--- config.mk ---
export PLATFORM = sky130hd
export DESIGN_NAME = adder_rr_scheduler_flat
export DESIGN_NICKNAME = d
export VERILOG_FILES = /design/src/rtl/adder_rr_if.sv /design/src/rtl/adder_rr_scheduler.sv /design/src/flat_wrapper.sv
export SDC_FILE = /design/constraint.sdc
export NUM_CORES = 1
export LEC_CHECK = 0
export CAP_MARGIN = 20
export CORE_MARGIN = 2
export CORE_UTILIZATION = 30
export CTS_BUF_LIST = sky130_fd_sc_hd__clkbuf_2 sky130_fd_sc_hd__clkbuf_4 sky130_fd_sc_hd__clkbuf_8
export CTS_CLUSTER_DIAMETER = 60
export DETAILED_ROUTE_END_ITERATION = 6
export PLACE_DENSITY = 0.7
export SLEW_MARGIN = 30
export SYNTH_ARGS = -nofsm -noshare
export SYNTH_HDL_FRONTEND = slang
export SYNTH_SLANG_ARGS = --single-unit
--- constraint.sdc ---
create_clock -name clk -period 4.4 [get_ports clk]
set_input_delay 0.88 -clock clk [delete_from_list [all_inputs] [get_ports clk]]
set_output_delay 0.88 -clock clk [all_outputs]
set_load 0.01 [all_outputs]
--- src/rtl/adder_rr_if.sv ---
// Request/response bundle for adder_rr_scheduler: NUM_REQ operand channels in, one result channel out.
// A beat moves on a channel at a rising clk edge where its valid and ready are both high; valid never waits on ready.
interface adder_rr_if #(
    parameter int NUM_REQ = 4,
    parameter int DATA_W  = 32,
    parameter int ID_W    = 2
);
    logic [NUM_REQ-1:0]        req_valid;
    logic [NUM_REQ-1:0]        req_ready;
    logic [NUM_REQ*DATA_W-1:0] req_a;
    logic [NUM_REQ*DATA_W-1:0] req_b;
    logic                      rsp_valid;
    logic                      rsp_ready;
    logic [ID_W-1:0]           rsp_id;
    logic [DATA_W-1:0]         rsp_sum;
    logic                      rsp_carry;

    modport master (
        output req_valid, req_a, req_b, rsp_ready,
        input  req_ready, rsp_valid, rsp_id, rsp_sum, rsp_carry
    );

    modport slave (
        input  req_valid, req_a, req_b, rsp_ready,
        output req_ready, rsp_valid, rsp_id, rsp_sum, rsp_carry
    );
endinterface

--- src/rtl/adder_rr_scheduler.sv ---
// Round-robin arbiter sharing one unsigned adder across NUM_REQ requesters, with a one-entry result register.
// Define ADDER_RR_SAT_EN to saturate rsp_sum to all-ones on carry-out (rsp_carry stays raw).
module adder_rr_scheduler #(
    parameter int NUM_REQ = 4,
    parameter int DATA_W  = 32,
    parameter int ID_W    = 2
) (
    input  logic            clk,
    input  logic            rst,
    adder_rr_if.slave       bus,
    output logic            dbg_state,
    output logic [ID_W-1:0] dbg_rr_ptr
);
    typedef enum logic {
        ST_EMPTY = 1'b0,
        ST_FULL  = 1'b1
    } state_t;

    state_t            state_q,     state_d;
    logic [ID_W-1:0]   rr_ptr_q,    rr_ptr_d;
    logic [ID_W-1:0]   rsp_id_q,    rsp_id_d;
    logic [DATA_W-1:0] rsp_sum_q,   rsp_sum_d;
    logic              rsp_carry_q, rsp_carry_d;

    logic               can_accept;
    logic               gnt_found;
    logic [ID_W-1:0]    gnt_idx;
    logic [ID_W:0]      cand;
    logic [NUM_REQ-1:0] gnt_onehot;
    logic               req_fire;
    logic [DATA_W-1:0]  op_a;
    logic [DATA_W-1:0]  op_b;
    logic [DATA_W:0]    raw_sum;
    logic [DATA_W-1:0]  sum_res;

    // A full register may still accept when it is draining in the same cycle.
    assign can_accept = (state_q == ST_EMPTY) || bus.rsp_ready;

    always_comb begin
        gnt_found = 1'b0;
        gnt_idx   = '0;
        cand      = '0;
        for (int k = 0; k < NUM_REQ; k++) begin
            cand = {1'b0, rr_ptr_q} + (ID_W+1)'(k);
            if (cand >= (ID_W+1)'(NUM_REQ)) begin
                cand = cand - (ID_W+1)'(NUM_REQ);
            end
            if (!gnt_found && bus.req_valid[cand[ID_W-1:0]]) begin
                gnt_found = 1'b1;
                gnt_idx   = cand[ID_W-1:0];
            end
        end
    end

    // Reset gates the grant so nothing is offered while rst is high.
    always_comb begin
        gnt_onehot = '0;
        if (gnt_found && can_accept && !rst) begin
            gnt_onehot[gnt_idx] = 1'b1;
        end
    end

    assign req_fire = |(bus.req_valid & gnt_onehot);

    assign op_a    = bus.req_a[gnt_idx*DATA_W +: DATA_W];
    assign op_b    = bus.req_b[gnt_idx*DATA_W +: DATA_W];
    assign raw_sum = {1'b0, op_a} + {1'b0, op_b};

`ifdef ADDER_RR_SAT_EN
    assign sum_res = raw_sum[DATA_W] ? {DATA_W{1'b1}} : raw_sum[DATA_W-1:0];
`else
    assign sum_res = raw_sum[DATA_W-1:0];
`endif

    always_comb begin
        state_d     = state_q;
        rr_ptr_d    = rr_ptr_q;
        rsp_id_d    = rsp_id_q;
        rsp_sum_d   = rsp_sum_q;
        rsp_carry_d = rsp_carry_q;
        if (req_fire) begin
            state_d     = ST_FULL;
            rsp_id_d    = gnt_idx;
            rsp_sum_d   = sum_res;
            rsp_carry_d = raw_sum[DATA_W];
            rr_ptr_d    = (gnt_idx == ID_W'(NUM_REQ-1)) ? '0 : gnt_idx + ID_W'(1);
        end else if ((state_q == ST_FULL) && bus.rsp_ready) begin
            state_d = ST_EMPTY;
        end
    end

    always_ff @(posedge clk or posedge rst) begin
        if (rst) begin
            state_q     <= ST_EMPTY;
            rr_ptr_q    <= '0;
            rsp_id_q    <= '0;
            rsp_sum_q   <= '0;
            rsp_carry_q <= 1'b0;
        end else begin
            state_q     <= state_d;
            rr_ptr_q    <= rr_ptr_d;
            rsp_id_q    <= rsp_id_d;
            rsp_sum_q   <= rsp_sum_d;
            rsp_carry_q <= rsp_carry_d;
        end
    end

    assign bus.req_ready = gnt_onehot;
    assign bus.rsp_valid = (state_q == ST_FULL);
    assign bus.rsp_id    = rsp_id_q;
    assign bus.rsp_sum   = rsp_sum_q;
    assign bus.rsp_carry = rsp_carry_q;

    assign dbg_state  = state_q;
    assign dbg_rr_ptr = rr_ptr_q;
endmodule
--- src/flat_wrapper.sv ---
// flat-port wrapper written by rule: the top's interface ports become plain ports
module adder_rr_scheduler_flat 
#(
    parameter int NUM_REQ = 4,
    parameter int DATA_W  = 32,
    parameter int ID_W    = 2
)
  (clk, rst, dbg_state, dbg_rr_ptr, bus_req_valid, bus_req_a, bus_req_b, bus_rsp_ready, bus_req_ready, bus_rsp_valid, bus_rsp_id, bus_rsp_sum, bus_rsp_carry);
  adder_rr_if #(.NUM_REQ(NUM_REQ), .DATA_W(DATA_W), .ID_W(ID_W)) bus_i ();
  input  logic clk;
  input  logic rst;
  output logic dbg_state;
  output logic [ID_W-1:0] dbg_rr_ptr;
  input wire logic [$bits(bus_i.req_valid)-1:0] bus_req_valid;
  input wire logic [$bits(bus_i.req_a)-1:0] bus_req_a;
  input wire logic [$bits(bus_i.req_b)-1:0] bus_req_b;
  input wire logic [$bits(bus_i.rsp_ready)-1:0] bus_rsp_ready;
  output wire logic [$bits(bus_i.req_ready)-1:0] bus_req_ready;
  output wire logic [$bits(bus_i.rsp_valid)-1:0] bus_rsp_valid;
  output wire logic [$bits(bus_i.rsp_id)-1:0] bus_rsp_id;
  output wire logic [$bits(bus_i.rsp_sum)-1:0] bus_rsp_sum;
  output wire logic [$bits(bus_i.rsp_carry)-1:0] bus_rsp_carry;
  assign bus_i.req_valid = bus_req_valid;
  assign bus_i.req_a = bus_req_a;
  assign bus_i.req_b = bus_req_b;
  assign bus_i.rsp_ready = bus_rsp_ready;
  assign bus_req_ready = bus_i.req_ready;
  assign bus_rsp_valid = bus_i.rsp_valid;
  assign bus_rsp_id = bus_i.rsp_id;
  assign bus_rsp_sum = bus_i.rsp_sum;
  assign bus_rsp_carry = bus_i.rsp_carry;
  adder_rr_scheduler #(.NUM_REQ(NUM_REQ), .DATA_W(DATA_W), .ID_W(ID_W)) u_core (.clk(clk), .rst(rst), .bus(bus_i), .dbg_state(dbg_state), .dbg_rr_ptr(dbg_rr_ptr));
endmodule
==> impl_metrics.tcl <==
set metrics [dict create \
    ys_seq_area_share_pct 17.9 \
    hpwl_um 20300 \
    rr_startpoint "u_core.dbg_rr_ptr[0]" \
    hold_class "reg2reg" \
    io_buffer_count 305 \
    final-seq-area_um2 951 \
    r2r_setup_slack_ns 0.74 \
    cp-end-kind "register" \
    grt_pass1_vias 7053 \
    finalSetupViolCount 0 \
    ys_ff_latch 38 \
    worstHoldStart "u_core.bus.rsp_sum[0]" \
    track_usage_pct 24.7 \
    start_util_pct 30.7 \
    num_vias 7441 \
    post-route-min-period_ns 4.02 \
    antenna_found_initial 0 \
    crit_path_start "bus_req_valid[0]" \
    slew_violations 0 \
    vdd_ir_drop_max_mv 0.326 \
    cts_inserted_buffers 5 \
    start_kind "input port" \
    p_per_area_nw_per_um2 772 \
    synth_cell_types 61 \
    fmax_mhz 249 \
    cts.sinks 38 \
    cts_htree_levels 2 \
    syn_nets 1143 \
    clock_skew_ns 0.00689 \
    dpl-instance-area_um2 9460 \
    yosysWarnings 0 \
    fp.dieH_um 137 \
    rows 48 \
    cts_buffer_depth 2 \
    avgSynthCellArea_um2 6.30 \
    critical_path_class "in2reg" \
    via_per_inst 5.08 \
    grt_remaining_overflow 0 \
    r2r_cells 20 \
    synth-main-ff-cell "dfrtp_1" \
    critPathMaxStageDelay_ns 0.35 \
    synth_area_um2 5310 \
    min_period_over_period_pct 91.3 \
    outcome "complete, no violations" \
    io_pins 306 \
    fin_nets 1538 \
    dieArea_um2 18800 \
    power_mw 7.62 \
    routabilityCongestion 0.978 \
    cp_max_fo 16 \
    relSlewSlack_pct 66.9 \
    detail_route.wl_per_cell_um 16.5 \
    cpMaxStageDelayCell "o211ai_1" \
    cts_root_buf "clkbuf_8" \
    cp-endpoint "u_core.bus.rsp_sum[22]" \
    cts_tree "built" \
    route.detailed.drc 0 \
    area_delta_synth_final_pct 85.8 \
    drive_above_1_share_pct 15.8 \
    rsz0062_at_grt "false" \
    n_fill_cell 1664 \
    post-route-util_pct 57.0 \
    arrival_ns 4.18 \
    drtPass1Iterations 5 \
    hold_viol 0 \
    first_iter_violations 517 \
    required_ns 4.56 \
    fp.dieW_um 137 \
    crit_chain "dlymetal6s2s_1 > nor2b_2 > a21oi_2 > nor2_2 > a211oi_4 > buf_12 > inv_12 > buf_4 > buf_4 > nand2_1 > and3_1 > a31oi_1 > ha_1 > nand3_2 > o211ai_1 > a32oi_2 > buf_6 > a211oi_4 > a31oi_1 > xor2_1 > o21ai_1" \
    antenna_left 0 \
    worst_slew_pin_slew_ns 0.497 \
    design.core.area_um2 17300 \
    clk_latency_ns 0.29 \
    finish.instance_area_um2 9860 \
    syn_inst 843 \
    async_reset_ff_share_pct 100 \
    r2r-end "u_core.bus.rsp_sum[22]" \
    clkTransAtPathRegs_ns 0.07 \
    synth_edf_count 0 \
    multi_input_area_um2 4220 \
    grt_pass1_wl_um 36900 \
    grt_max_degree 39 \
    p_leak_nw 4.45 \
    wirelength_um 24200 \
    max_cap_viol_count 0 \
    diodes 0 \
]
-- placed cells by master, fill, tap and decap left out, types with 4 or more instances in the layout --
| cell type | count |
|---|---|
| and3_1 | 67 |
| buf_12 | 6 |
| a31oi_2 | 7 |
| o21ai_0 | 34 |
| o211ai_1 | 10 |
| dfrtp_1 | 38 |
| a21oi_2 | 8 |
| a21o_1 | 10 |
| nand3_1 | 6 |
| xor2_1 | 13 |
| o21bai_1 | 4 |
| buf_4 | 130 |
| a31oi_1 | 64 |
| ha_1 | 34 |
| clkdlybuf4s50_1 | 301 |
| nand2_1 | 327 |
| and2_1 | 6 |
| nor2_1 | 19 |
| xnor2_1 | 10 |
| a21oi_1 | 32 |
| nand4_1 | 11 |
| o21ai_1 | 10 |
| inv_1 | 7 |
| dlymetal6s2s_1 | 4 |
| clkbuf_8 | 6 |
| nor3_1 | 8 |
-- cell type report --
cell class                 instances  share of cell area, %
timing repair buffer             448                   43.2
sequential                        38                   9.64
clock inverter                     1                 0.0507
tap                              225                   2.85
multi-input combinational        734                   42.8
inverter                          11                  0.545
clock buffer                       7                  0.913
-- what timing repair did --
action	CTS	global route
resized for setup	11	43
setup endpoints to repair	11	27
pin swaps	7	14
hold buffers	0	0
setup buffers	2	7
gates cloned	0	1
hold endpoints to repair	0	0
-- cell families after synthesis --
| kind of cell | share of synthesized area, % |
|---|---|
| xor+xnor | 3.79 |
| mux | 0.189 |
| compound gates | 25.7 |
| simple gates | 37.6 |
| fa+ha+maj | 8.86 |
| buf+inv | 5.87 |
| flops | 17.9 |
-- flip-flops by register name (all words and copies together), names as in the netlist --
name                  flops
u_core.dbg_rr_ptr         2
u_core.bus.rsp_id         2
u_core.bus.rsp_carry      1
u_core.bus.rsp_valid      1
u_core.bus.rsp_sum       32
-- cell usage after synthesis, types with 5 or more instances --
cell,number,area [um2]
o211ai_1,10,75.1
nand2_1,327,1230
o21bai_1,5,37.5
a211oi_1,5,37.5
inv_1,11,41.3
nand4_1,11,68.8
nand3_1,6,30.0
xnor2_1,10,87.6
clkbuf_1,42,158
xor2_1,13,114
a31oi_1,71,444
o21ai_0,38,190
a21oi_1,39,195
dfrtp_1,38,951
nor2_1,21,78.8
o21ai_1,6,30.0
a21o_1,10,75.1
ha_1,36,450
and2_1,6,37.5
buf_2,9,45.0
nor3_1,8,40.0
and3_1,67,419
-- per-stage QoR --
| stage | instances | hold slack (ns) | TNS [ns] | setup slack, ns |
|---|---|---|---|---|
| 3_3_place_gp | 1446 | 0.457 | -6.11 | -0.462 |
| 3_5_place_dp | 1446 | 0.465 | -6.76 | -0.412 |
| 5_1_grt | 1464 | 0.510 | 0 | 0.154 |
| 6_report | 1464 | 0.475 | 0 | 0.382 |
| 4_1_cts | 1456 | 0.482 | 0 | 0.00230 |
| 2_1_floorplan | 843 | 0.510 | 0 | 0.157 |
-- power by group --
part	internal (mW)	switching [mW]
Combinational	3.25	3.47
Clock	0.133	0.126
Sequential	0.523	0.116
Total	3.91	3.71
-- critical path: cells and delay by family --
family	cells	cell delay, ns
adder cells (fa/ha/maj)	1	0.33
AND/OR/NAND/NOR	5	0.52
XOR/XNOR	1	0.19
buffers and inverters	6	0.83
AO/OA/AOI/OAI	8	1.40
-- routing by layer --
| metal | share of wire [%] | global-route usage [%] | routed length (um) | vias up |
|---|---|---|---|---|
| met3 | 5.5 | 2.41 | 1340 | 22 |
| met2 | 48 | 41.4 | 11600 | 287 |
| met1 | 45 | 34.4 | 10900 | 3392 |
| met4 | 1.3 | 5.38 | 306 | 0 |
| met5 | 0 | 0 | 0 | - |
| li1 | - | - | - | 3740 |
-- worst min-delay path by stage --
stage / endpoint / slack, ns / cells after the start
after global placement: u_core.bus.rsp_sum[0] / 0.46 / 2
after global routing: u_core.bus.rsp_sum[23] / 0.51 / 2
after detailed placement: u_core.bus.rsp_sum[0] / 0.46 / 2
final: u_core.bus.rsp_sum[0] / 0.48 / 2
after floorplan: u_core.bus.rsp_id[1] / 0.51 / 2
after CTS: u_core.bus.rsp_sum[0] / 0.48 / 2
Note: power is estimated with default switching activity, not from simulation.
